File: src/rtl/instr_encoder_pkg.sv
// Shared RV32I encoding constants: instruction classes, major opcodes and the canonical NOP.
// The control-unit decoder imports this same package.
package instr_encoder_pkg;

  typedef enum logic [2:0] {
    CLS_OPIMM  = 3'd0,
    CLS_LOAD   = 3'd1,
    CLS_OP     = 3'd2,
    CLS_JAL    = 3'd3,
    CLS_STORE  = 3'd4,
    CLS_LUI    = 3'd5,
    CLS_BRANCH = 3'd6,
    CLS_RSVD   = 3'd7
  } iclass_e;

  localparam logic [6:0] OPC_OPIMM  = 7'b0010011;
  localparam logic [6:0] OPC_LOAD   = 7'b0000011;
  localparam logic [6:0] OPC_OP     = 7'b0110011;
  localparam logic [6:0] OPC_JAL    = 7'b1101111;
  localparam logic [6:0] OPC_STORE  = 7'b0100011;
  localparam logic [6:0] OPC_LUI    = 7'b0110111;
  localparam logic [6:0] OPC_BRANCH = 7'b1100011;

  localparam logic [31:0] NOP_WORD = 32'h0000_0013;

  function automatic logic [6:0] opcode_of(iclass_e c);
    case (c)
      CLS_OPIMM:  opcode_of = OPC_OPIMM;
      CLS_LOAD:   opcode_of = OPC_LOAD;
      CLS_OP:     opcode_of = OPC_OP;
      CLS_JAL:    opcode_of = OPC_JAL;
      CLS_STORE:  opcode_of = OPC_STORE;
      CLS_LUI:    opcode_of = OPC_LUI;
      CLS_BRANCH: opcode_of = OPC_BRANCH;
      default:    opcode_of = OPC_OPIMM;
    endcase
  endfunction

endpackage

File: src/rtl/enc_imm_pack.sv
// Scatters a byte-offset / upper immediate into its RV32I format bit positions.
// Bits not owned by the class's immediate are left zero so the top can OR fields in.
module enc_imm_pack
  import instr_encoder_pkg::*;
(
  input  iclass_e     iclass_i,
  input  logic [31:0] imm_i,
  output logic [31:0] imm_bits_o
);

  always_comb begin
    imm_bits_o = '0;
    case (iclass_i)
      CLS_OPIMM, CLS_LOAD: begin
        imm_bits_o[31:20] = imm_i[11:0];
      end
      CLS_STORE: begin
        imm_bits_o[31:25] = imm_i[11:5];
        imm_bits_o[11:7]  = imm_i[4:0];
      end
      CLS_BRANCH: begin
        imm_bits_o[31]    = imm_i[12];
        imm_bits_o[30:25] = imm_i[10:5];
        imm_bits_o[11:8]  = imm_i[4:1];
        imm_bits_o[7]     = imm_i[11];
      end
      CLS_LUI: begin
        imm_bits_o[31:12] = imm_i[31:12];
      end
      CLS_JAL: begin
        imm_bits_o[31]    = imm_i[20];
        imm_bits_o[30:21] = imm_i[10:1];
        imm_bits_o[20]    = imm_i[11];
        imm_bits_o[19:12] = imm_i[19:12];
      end
      default: imm_bits_o = '0;
    endcase
  end

endmodule

File: src/rtl/instr_encoder.sv
// RV32I instruction encoder with a single output register stage and a byte write pointer.
// Optional immediate range checking is compiled in with ENC_RANGE_CHECK_EN.
module instr_encoder
  import instr_encoder_pkg::*;
#(
  parameter int          ADDR_W    = 8,
  parameter int unsigned BASE_ADDR = 0
) (
  input  logic              clk,
  input  logic              rst,
  input  logic              clear,
  input  logic              in_valid,
  output logic              in_ready,
  input  logic [2:0]        iclass,
  input  logic [4:0]        rd,
  input  logic [4:0]        rs1,
  input  logic [4:0]        rs2,
  input  logic [2:0]        funct3,
  input  logic [6:0]        funct7,
  input  logic [31:0]       imm,
  output logic              out_valid,
  input  logic              out_ready,
  output logic [31:0]       out_word,
  output logic [ADDR_W-1:0] out_addr,
  output logic              err_illegal,
  output logic              err_range
);

  localparam logic [ADDR_W-1:0] ADDR_BASE = ADDR_W'(BASE_ADDR);
  localparam logic [ADDR_W-1:0] ADDR_STEP = ADDR_W'(4);

  iclass_e           cls;
  logic [31:0]       imm_bits;
  logic [31:0]       fields;
  logic [31:0]       enc_word;
  logic              accept;
  logic              xfer;

  logic              valid_q, valid_d;
  logic [31:0]       word_q, word_d;
  logic [ADDR_W-1:0] addr_q, addr_d;
  logic [ADDR_W-1:0] ptr_q, ptr_d;
  logic              ill_q, ill_d;

  assign cls = iclass_e'(iclass);

  enc_imm_pack u_imm_pack (
    .iclass_i   (cls),
    .imm_i      (imm),
    .imm_bits_o (imm_bits)
  );

  // Register fields per format; anything the format does not own stays zero.
  always_comb begin
    fields = '0;
    case (cls)
      CLS_OPIMM, CLS_LOAD:   fields = {12'd0, rs1, funct3, rd, 7'd0};
      CLS_OP:                fields = {funct7, rs2, rs1, funct3, rd, 7'd0};
      CLS_STORE, CLS_BRANCH: fields = {7'd0, rs2, rs1, funct3, 5'd0, 7'd0};
      CLS_LUI, CLS_JAL:      fields = {20'd0, rd, 7'd0};
      default:               fields = '0;
    endcase
    if (cls == CLS_RSVD) begin
      enc_word = NOP_WORD;
    end else begin
      enc_word = fields | imm_bits | {25'd0, opcode_of(cls)};
    end
  end

  assign in_ready = !clear && (!valid_q || out_ready);
  assign accept   = in_valid && in_ready;
  assign xfer     = valid_q && out_ready && !clear;

  // A word accepted alongside a transfer lands one slot past the word leaving.
  always_comb begin
    valid_d = valid_q;
    word_d  = word_q;
    addr_d  = addr_q;
    ptr_d   = ptr_q;
    ill_d   = ill_q;
    if (clear) begin
      valid_d = 1'b0;
      ptr_d   = ADDR_BASE;
    end else begin
      if (xfer) begin
        valid_d = 1'b0;
        ptr_d   = ptr_q + ADDR_STEP;
      end
      if (accept) begin
        valid_d = 1'b1;
        word_d  = enc_word;
        addr_d  = xfer ? (ptr_q + ADDR_STEP) : ptr_q;
        if (cls == CLS_RSVD) ill_d = 1'b1;
      end
    end
  end

  always_ff @(posedge clk) begin
    if (rst) begin
      valid_q <= 1'b0;
      word_q  <= '0;
      addr_q  <= ADDR_BASE;
      ptr_q   <= ADDR_BASE;
      ill_q   <= 1'b0;
    end else begin
      valid_q <= valid_d;
      word_q  <= word_d;
      addr_q  <= addr_d;
      ptr_q   <= ptr_d;
      ill_q   <= ill_d;
    end
  end

  assign out_valid   = valid_q;
  assign out_word    = word_q;
  assign out_addr    = addr_q;
  assign err_illegal = ill_q;

`ifdef ENC_RANGE_CHECK_EN
  logic rng_q, rng_d;

  function automatic logic imm_out_of_range(iclass_e c, logic [31:0] v);
    logic signed [31:0] s;
    s = $signed(v);
    case (c)
      CLS_OPIMM, CLS_LOAD, CLS_STORE:
        imm_out_of_range = (s < -32'sd2048) || (s > 32'sd2047);
      CLS_BRANCH:
        imm_out_of_range = (s < -32'sd4096) || (s > 32'sd4094) || v[0];
      CLS_JAL:
        imm_out_of_range = (s < -32'sd1048576) || (s > 32'sd1048574) || v[0];
      CLS_LUI:
        imm_out_of_range = (v[11:0] != 12'd0);
      default:
        imm_out_of_range = 1'b0;
    endcase
  endfunction

  always_comb begin
    rng_d = rng_q;
    if (accept && imm_out_of_range(cls, imm)) rng_d = 1'b1;
  end

  always_ff @(posedge clk) begin
    if (rst) rng_q <= 1'b0;
    else     rng_q <= rng_d;
  end

  assign err_range = rng_q;
`else
  assign err_range = 1'b0;
`endif

endmodule
File: config.mk
export PLATFORM = sky130hd
export DESIGN_NAME = instr_encoder
export DESIGN_NICKNAME = d
export VERILOG_FILES = /design/src/rtl/instr_encoder_pkg.sv /design/src/rtl/enc_imm_pack.sv /design/src/rtl/instr_encoder.sv
export SDC_FILE = /design/constraint.sdc
export NUM_CORES = 1
export LEC_CHECK = 0
export ABC_AREA = 1
export BUFFER_PORTS_ARGS = -buffer_cell sky130_fd_sc_hd__buf_4
export CAP_MARGIN = 25
export CORE_AREA = 4 4 81 83
export DETAILED_ROUTE_END_ITERATION = 10
export DIE_AREA = 0 0 85 87
export PLACE_DENSITY = 0.66
export SLEW_MARGIN = 20
export SYNTH_ARGS = -nofsm -noshare
export SYNTH_HDL_FRONTEND = slang
export SYNTH_SLANG_ARGS = --single-unit
File: constraint.sdc
create_clock -name clk -period 1.3 [get_ports clk]
set_input_delay 0.26 -clock clk [delete_from_list [all_inputs] [get_ports clk]]
set_output_delay 0.26 -clock clk [all_outputs]
set_load 0.01 [all_outputs]
# After elaboration in Yosys (flattened, before gate mapping)
# Cells that the tools add are included.
[word_totals] ff_bits=50 latch_bits=0 mem_bits_rw=0 rom_bits=0 output_inout_bits=44 elab_cells=43 mem_count=0
[classes] n_addsub=1 mul=0 div_mod_pow=0 order_cmp=0 eq_ne=7 n_shift=0 n_mux=11 bitwise=3 n_reduce_logical=16
[op_table] op="32-bit one-hot mux with 4 select lines" n=1
[op_table] op="7-bit one-hot mux with 6 select lines" n=1
[op_table] op="32-bit two-way mux" n=1
[op_table] op="32-bit OR" n=1
[op_table] op="32-bit by 7-bit OR with 32-bit output" n=1
[op_table] op="7-bit one-hot mux with 4 select lines" n=1
[op_table] op="8-bit two-way mux" n=2
[op_table] op="5-bit one-hot mux with 3 select lines" n=1
[op_table] op="3-bit == test (second input constant)" n=4
[op_table] op="5-bit one-hot mux with 2 select lines" n=1
[op_table] op="8-bit by 3-bit adder with 8-bit output (second input constant)" n=1
[op_table] op="2-bit OR reduction" n=4
[op_table] op="7-bit two-way mux" n=1
[op_table] op="3-bit by 2-bit == test with 1-bit output (second input constant)" n=2
[op_table] op="1-bit logical AND" n=4
[op_table] op="3-bit by 1-bit == test with 1-bit output (second input constant)" n=1
[op_table] op="3-bit logical NOT" n=1
[op_table] op="3-bit AND reduction" n=1
[op_table] op="3-bit OR reduction" n=1
[op_table] op="1-bit logical NOT" n=2
[op_table] op="1-bit two-way mux" n=2
[op_table] op="2-bit AND reduction" n=1
[op_table] op="2-bit nonzero test" n=1
[op_table] op="1-bit logical OR" n=1
[op_table] op="1-bit NOT" n=1

# Depth between registers and ports, before layout
# Gate-level depths: netlist of the first run.
[depth] depth_word=6 mapped_depth=8 ltp_nobuf=8

# Hierarchy
# From an unflattened synthesis of the first run, not the netlist that was laid out.
[hier_totals] cells_unflattened=385 hier_area_um2=2474.9
[modules_own_cells] mod="instr_encoder" instances=1 cells_per_inst=294 area_per_inst_um2=2049.5 seq_area_each_um2=900.9
[modules_own_cells] mod="enc_imm_pack" instances=1 cells_per_inst=91 area_per_inst_um2=425.4 seq_area_each_um2=0.0

# Worst setup path before layout of the first run
# No wires, ideal clock.
[synth_path] kind="register -> register" from="register valid_q (netlist: out_valid)" to="register word_q[29] (netlist: out_word[29])" setup_ps=68 arrival_time_ps=1147 required_time_ps=1232 slack_ps=85 stages_incl_launch_ff=6 n_path_buf=1 synth_period_minus_slack_ps=1215 cell_sequence="dfxtp_1 a21oi_2 nand2_2 clkbuf_1 nand2_1 a21oi_2"
[synth_between] elab_chain_cells=5
[synth_rtl] item="from (decl)" line_no="instr_encoder.sv:39" rtl="logic valid_q, valid_d;"
[synth_rtl] item="from (signal assigned)" line_no="instr_encoder.sv:106" rtl="valid_q <= valid_d;"
[synth_rtl] item="1-bit logical NOT" line_no="instr_encoder.sv:70" rtl="assign in_ready = !clear && (!valid_q || out_ready);"
[synth_rtl] item="1-bit logical OR" line_no="instr_encoder.sv:70"
[synth_rtl] item="1-bit logical AND" line_no="instr_encoder.sv:70"
[synth_rtl] item="named net in_ready" line_no="instr_encoder.sv:13" rtl="output logic in_ready,"
[synth_rtl] item="1-bit logical AND" line_no="instr_encoder.sv:71" rtl="assign accept = in_valid && in_ready;"
[synth_rtl] item="2-bit AND reduction (no source line)"
[synth_rtl] item="to (signal assigned)" line_no="instr_encoder.sv:107" rtl="word_q <= word_d;"
[synth_rtl] item="to (decl)" line_no="instr_encoder.sv:40" rtl="logic [31:0] word_q, word_d;"
# The timed path passes the listed nets, and every way through them passes these cells.
# A chain may end at the register's enable or synchronous reset.

# Worst setup path after layout of the first run
[layout_path] from="register valid_q (netlist: out_valid)" to="output port in_ready"
[layout_between] elab_chain_cells=3
[layout_rtl] item="1-bit logical NOT" line_no="instr_encoder.sv:70"
[layout_rtl] item="1-bit logical OR" line_no="instr_encoder.sv:70"
[layout_rtl] item="1-bit logical AND" line_no="instr_encoder.sv:70"
[layout_rtl] item="to (decl)" line_no="instr_encoder.sv:13"
# Every way passes these cells.

==> summary.txt, run 1 <==
Die
  – Core Area: about 0.006 sq mm
  – FP Rows: 28
  – Die area: 0.00740 sq mm
  – IO Pins: ~110
  – Die Height: 87 um
  – Die W: 85 um
  – Initial Util: 38.7%

Critical path
  – Startpoint types: register
  – CP Class: reg -> out
  – Crit path max-delay family: flip-flops
  – Worst setup EP type: output pin
  – Worst-path fanout max: 5
  – Arr. time, crit path: 0.97 ns
  – WP buf/inv: 1
  – Delay of the slowest critical-path stage: 0.36 ns
  – CP max stage cell: dfxtp_2
  – Worst-path cell chain: a21oi_4, buf_4
  – Critical path data required time: 1.04 ns

Detailed routing
  – Final wirelength: 6.61 mm
  – Via Count: 2457
  – Routed Antenna Nets: 0
  – # DRC: 0
  – Via-per-instance ratio: ~4.8
  – WL/cell: ~13 um
  – Drt pass-1 iters: 4
  – Initial DRC count: 116

Clocking
  – Clk root buf: clkbuf_8
  – Clock Pin Slew Worst Setup and Hold Paths: 0.09 ns
  – Num CTS Buffers: 5
  – Clk buf depth: 2
  – TritonCTS Sinks: 45
  – Clock Latency Late Sink: 0.30 ns
  – CTS Hold Buffers Added: 0
  – H-tree depth: 2
  – CTS tree: built

Placed design
  – IO buf count: 105
  – Post-DP Area: 0.00317 sq mm
  – Post-DP HPWL: 5.13 mm
  – Placer Congestion: approximately 0.86

Power and ir drop
  – Leak Pwr: 1.58 nW
  – Max IR drop VDD: 0.000630 V
  – Pwr per Cell Area: about 900 mW/mm^2
  – Total power: 2.96 mW

STA
  – RSZ-0062 raised after global routing: no
  – Fmax: approximately 810 MHz
  – Fin. max-slew vios: 0
  – Tmin final: ~1.2 ns
  – Sum Neg Setup Slack: 0 ns
  – Part of the cycle the worst path needs: 95.0%
  – Hold Slack: 0.294 ns
  – Final hold violation count: 0
  – Clock skew: roughly 0.009 ns
  – # setup viols final: 0

Global routing
  – Global Route Usage Sum: 17.7%
  – Via count of the first global-routing pass: approximately 2300
  – Pin count of the biggest net entering global routing: 29
  – Initial antenna violation count: 0
  – Grt ovf: 0
  – First-pass GRT wire length: roughly 11 mm

Layout
  – Area grow syn2layout: 45.4%
  – Nets: 504
  – Area of the multi-input gates: 0.00118 sq mm
  – Fin area: 0.00329 sq mm
  – Layout fillers: 592
  – Share of cells above drive strength 1: 35.5%
  – N_diodes: 0
  – Reg area: around 900 sq um

Logic synthesis
  – Netlist cell types: 30
  – Post-Syn Area per Cell: roughly 7 sq um
  – Cell count after synthesis: 328
  – Synth Warn #: 0
  – Seq/Total Area, Yosys: 39.8%
  – FF+latch count, synth: 45
  – Synth Cell Area: 0.00226 sq mm

Job
  – Maximum capacitance violations: 0

Status
  – Status: finished, final reports clean

Hold path
  – Tightest Hold Check Type: in -> reg
==> sequential cells by signal, indices dropped and copies added (netlist names) <==
| register | count |
|---|---|
| ptr_q | 6 |
| out_valid | 1 |
| out_addr | 6 |
| err_illegal | 1 |
| out_word | 31 |
==> per-stage QoR <==
stage / setup slack [ns] / utilization [%] / cells
global route: 0.00703 / 56.3 / 514
finish: 0.0652 / 56.3 / 514
CTS: 0.0286 / 55.5 / 513
detailed placement: 0.0133 / 54.1 / 505
global placement: 0.0322 / 54.1 / 505
floorplan: 0.0853 / - / 330
==> synth_stat cells, drive strengths merged <==
library cell | number | area [sq um]
o21ai | 15 | 82.6
xnor2 | 1 | 8.76
nand2 | 129 | 504
o21bai | 1 | 7.51
nor3 | 1 | 5.00
nand3 | 23 | 115
ha | 1 | 12.5
conb | 1 | 3.75
inv | 25 | 93.8
nor2 | 14 | 65.1
xor2 | 2 | 17.5
o21a | 5 | 37.5
dfxtp | 45 | 901
nand4 | 9 | 56.3
buf | 14 | 106
clkbuf | 4 | 15.0
a21oi | 36 | 221
clkinv | 1 | 3.75
or2 | 1 | 6.26
==> path summary, 6_finish.rpt <==
path	depth (start not counted)	endpoint	from	slack [ns]
setup / recovery	2	in_ready	out_valid	0.07
hold / removal	3	out_word[6]	iclass[1]	0.29
setup reg to reg	4	out_addr[3]	ptr_q[2]	0.09
hold reg to reg	2	out_word[14]	out_word[14]	0.47
==> power by group <==
group / internal, mW / total, mW / leakage, nW / switching [mW]
combinational: 0.335 / 0.661 / 1.17 / 0.326
sequential: 1.44 / 1.47 / 0.367 / 0.0328
clock: 0.373 / 0.834 / 0.0450 / 0.461
total: 2.14 / 2.96 / 1.58 / 0.820
==> layout by cell type (no fill, tap or decap) <==
cell type / Yosys / routed
nor2_4: 1 / 1
ha_1: 1 / 1
nand2_4: 1 / 2
o21ai_0: 4 / 4
xnor2_1: 1 / 1
xor2_2: 0 / 1
a21oi_2: 11 / 10
dfxtp_2: 0 / 1
inv_2: 2 / 2
clkinv_1: 1 / 1
buf_4: 10 / 115
dfxtp_1: 45 / 44
conb_1: 1 / 3
buf_12: 0 / 3
o21a_1: 5 / 5
clkbuf_1: 4 / 1
nand2_1: 123 / 123
inv_1: 23 / 23
o21ai_2: 2 / 2
or2_2: 1 / 1
o21ai_1: 9 / 9
nand2_2: 5 / 4
a21oi_1: 25 / 25
a21oi_4: 0 / 1
nand4_1: 9 / 9
buf_6: 2 / 1
clkinv_2: 0 / 2
nand3_1: 23 / 22
nand3_2: 0 / 1
o21bai_1: 1 / 1
nor2_1: 11 / 9
xor2_1: 2 / 1
nor2_2: 2 / 4
nor3_1: 1 / 1
clkbuf_8: 0 / 5
==> per-layer routing <==
metal  track usage, %  wire, um  up-vias
li1                 -         -     1272
met1             21.7      2750     1099
met3             5.68       597        8
met5                0         0        -
met4             3.74        81        0
met2             30.6      3180       78
==> cell type report <==
class                   count  share of cell area (%)
clock buffers               6                    2.20
clock inverters             2                   0.304
inverters                  26                    2.96
multi-input cells         241                    35.9
flip-flops and latches     45                    27.4
well taps                  75                    2.85
repair buffers            119                    28.4
==> logic make-up (layout without fill, tap and decap cells) <==
group	after synthesis	in the layout	share of synthesized area, %
xor+xnor	3	3	1.16
buf+inv	44	153	9.67
simple gates	177	177	33.2
other cells	1	3	0.166
flops	45	45	39.8
fa+ha+maj	1	1	0.553
compound gates	57	57	15.4
==> worst register-to-register path, stage by stage (launching register included) <==
cell and delay, ns:
dfxtp_1 0.33, ha_1 0.29, or2_2 0.29, o21ai_0 0.11, a21oi_1 0.10
==> repair_timing <==
item	CTS	global route
setup endpoints to repair	0	38
resized for setup	0	8
setup buffers	0	1
(Power assumes the default switching activity.)
==> run 2: changes to the inputs <==
--- a/config.mk
+++ b/config.mk
@@ -11,7 +11,7 @@
 export CORE_AREA = 4 4 81 83
 export DETAILED_ROUTE_END_ITERATION = 10
 export DIE_AREA = 0 0 85 87
-export PLACE_DENSITY = 0.66
+export PLACE_DENSITY_LB_ADDON = 0.15
 export SLEW_MARGIN = 20
 export SYNTH_ARGS = -nofsm -noshare
 export SYNTH_HDL_FRONTEND = slang
==> run 2 against run 1 <==
- sequential share of layout area down 0.12 points
- via count up 0.16%
- die area unchanged
- critical path type unchanged
- critical endpoint unchanged
- highest routed layer unchanged
==> summary.txt, run 2 (synthesized netlist as in run 1, its figures left out) <==
Status
  – Status: finished, final reports clean (unchanged)

STA
  – Final hold violation count: 0 (unchanged)
  – Hold Slack: 0.283 ns (was 0.294 ns)
  – # setup viols final: 0 (unchanged)
  – Fmax: 809 MHz (was 810 MHz)
  – Fin. max-slew vios: 0 (unchanged)
  – RSZ-0062 raised after global routing: no (unchanged)
  – Sum Neg Setup Slack: 0 ns (unchanged)
  – Clock skew: 0.00481 ns (was 0.00914 ns)
  – Part of the cycle the worst path needs: 95.0% (about the same)
  – Tmin final: 1.24 ns (was 1.23 ns)

Die
  – FP Rows: 28 (unchanged)
  – Die Height: 87 um (unchanged)
  – Core Area: 0.00585 sq mm (unchanged)
  – IO Pins: 109 (unchanged)
  – Die area: 0.00740 sq mm (unchanged)
  – Initial Util: 38.7% (unchanged)
  – Die W: 85 um (unchanged)

Critical path
  – CP Class: reg -> out (unchanged)
  – Startpoint types: register (unchanged)
  – Worst r2r src: out_valid (was ptr_q[2])
  – Worst-path fanout max: 5 (unchanged)
  – Critical path data required time: 1.04 ns (about the same)
  – Arr. time, crit path: 0.98 ns (was 0.97 ns)
  – Worst setup EP type: output pin (unchanged)
  – Register-to-register path setup slack: 0.09 ns (about the same)
  – Cells on worst reg2reg path: 6 (was 4)
  – Reg2reg end: out_word[5] (was out_addr[3])

Clocking
  – Clock Latency Late Sink: 0.29 ns (was 0.30 ns)
  – Clk buf depth: 2 (unchanged)
  – H-tree depth: 2 (unchanged)
  – TritonCTS Sinks: 45 (unchanged)
  – Clk root buf: clkbuf_8 (unchanged)
  – CTS tree: built (unchanged)
  – Postcts setup bufs: 0 (unchanged)
  – Clock Pin Slew Worst Setup and Hold Paths: 0.08 ns (was 0.09 ns)
  – Num CTS Buffers: 5 (unchanged)

Detailed routing
  – Via Count: 2461 (was 2457)
  – Drt pass-1 iters: 4 (unchanged)
  – WL/cell: 13.7 um (was 12.9 um)
  – Final wirelength: 7.05 mm (was 6.61 mm)
  – # DRC: 0 (unchanged)
  – Via-per-instance ratio: 4.78 (about the same)
  – Initial DRC count: 118 (was 116)
  – Routed Antenna Nets: 0 (unchanged)

Placed design
  – IO buf count: 105 (unchanged)
  – Post-DP HPWL: 5.23 mm (was 5.13 mm)
  – Post-DP Area: 0.00317 sq mm (about the same)
  – Placed Cells: 507 (was 505)
  – Placer Congestion: 0.899 (was 0.855)

Hold path
  – Worst hold start: in_valid (was iclass[1])
  – Hold Path Stages: 3 (unchanged)
  – WHS Endpoint: out_valid (was out_word[6])
  – Tightest Hold Check Type: in -> reg (unchanged)

Layout
  – Layout fillers: 587 (was 592)
  – Fin area: 0.00332 sq mm (was 0.00329 sq mm)
  – Most common cell after layout, fill and taps aside: nand2_1 (unchanged)
  – Max reg flops: 31 (unchanged)
  – Nets: 506 (was 504)
  – Area grow syn2layout: 46.5% (was 45.4%)
  – Area of the multi-input gates: 0.00118 sq mm (about the same)
  – Share of cells above drive strength 1: 35.5% (about the same)
  – Most frequent cells in the layout: nand2_1, buf_4, dfxtp_1 (unchanged)
  – Final Util: 56.7% (was 56.3%)
  – Layout Cells excl Fill: 515 (was 514)
  – N_diodes: 0 (unchanged)
  – Reg area: 905 sq um (was 902 sq um)

Global routing
  – Grt ovf: 0 (unchanged)
  – First-pass GRT wire length: 10.9 mm (was 10.7 mm)
  – Via count of the first global-routing pass: 2361 (was 2286)
  – Global Route Usage Sum: 18.4% (was 17.7%)
  – Initial antenna violation count: 0 (unchanged)
  – Pin count of the biggest net entering global routing: 32 (was 29)

Power and ir drop
  – Max IR drop VDD: 0.000757 V (was 0.000630 V)
  – Pwr per Cell Area: 908 mW/mm^2 (was 900 mW/mm^2)
  – Leak Pwr: 1.59 nW (was 1.58 nW)

Job
  – Maximum capacitance violations: 0 (unchanged)
run 2: per-stage QoR:
stage / power [mW] / setup slack (ns)
floorplan: 1.82 / 0.0853
global placement: 2.15 / 0.00806
detailed placement: 2.15 / 0.000736
CTS: 3.02 / 0.0184
global route: 3.19 / 0.00436
finish: 3.01 / 0.0646
run 2: worst max path at each step:
stage,endpoint,slack [ns],cells past startpoint,from
finish,in_ready,0.06,2,out_valid
global placement,out_word[14],0.008,8,iclass[1]
global route,out_addr[7],0.004,7,out_valid
detailed placement,out_addr[6],0.0007,9,clear
floorplan,out_word[29],0.09,5,out_valid
CTS,out_addr[5],0.02,7,out_valid
run 2: cell type report:
class | instances | area share, %
Multi-Input combinational cell | 241 | 35.5
Timing Repair Buffer | 121 | 28.8
Sequential cell | 45 | 27.3
Inverter | 26 | 3.02
Tap cell | 75 | 2.83
Clock buffer | 7 | 2.60
run 2: per-layer routing:
metal,wire length [um],global-route usage (%),vias up
met4,62,4.46,0
li1,-,-,1266
met3,538,5.39,6
met2,3520,32.7,79
met1,2930,21.6,1110
met5,0,0,-
run 2: worst max-delay path: stages (launching register included):
cell,delay (ns)
dfxtp_4,0.37
a21oi_4,0.16
buf_4,0.15
run 2: power by group:
group | total, mW | switching, mW | internal [mW] | leakage, nW
Clock | 0.873 | 0.450 | 0.422 | 0.0443
Sequential | 1.47 | 0.0317 | 1.43 | 0.367
Combinational | 0.673 | 0.334 | 0.339 | 1.18
run 2: what timing repair did:
action / in CTS / in global routing
endpoints found under the setup margin: 1 / 41
hold buffers: 0 / 0
pin swaps: 0 / 1
cloned: 0 / 1
resized for setup: 1 / 8
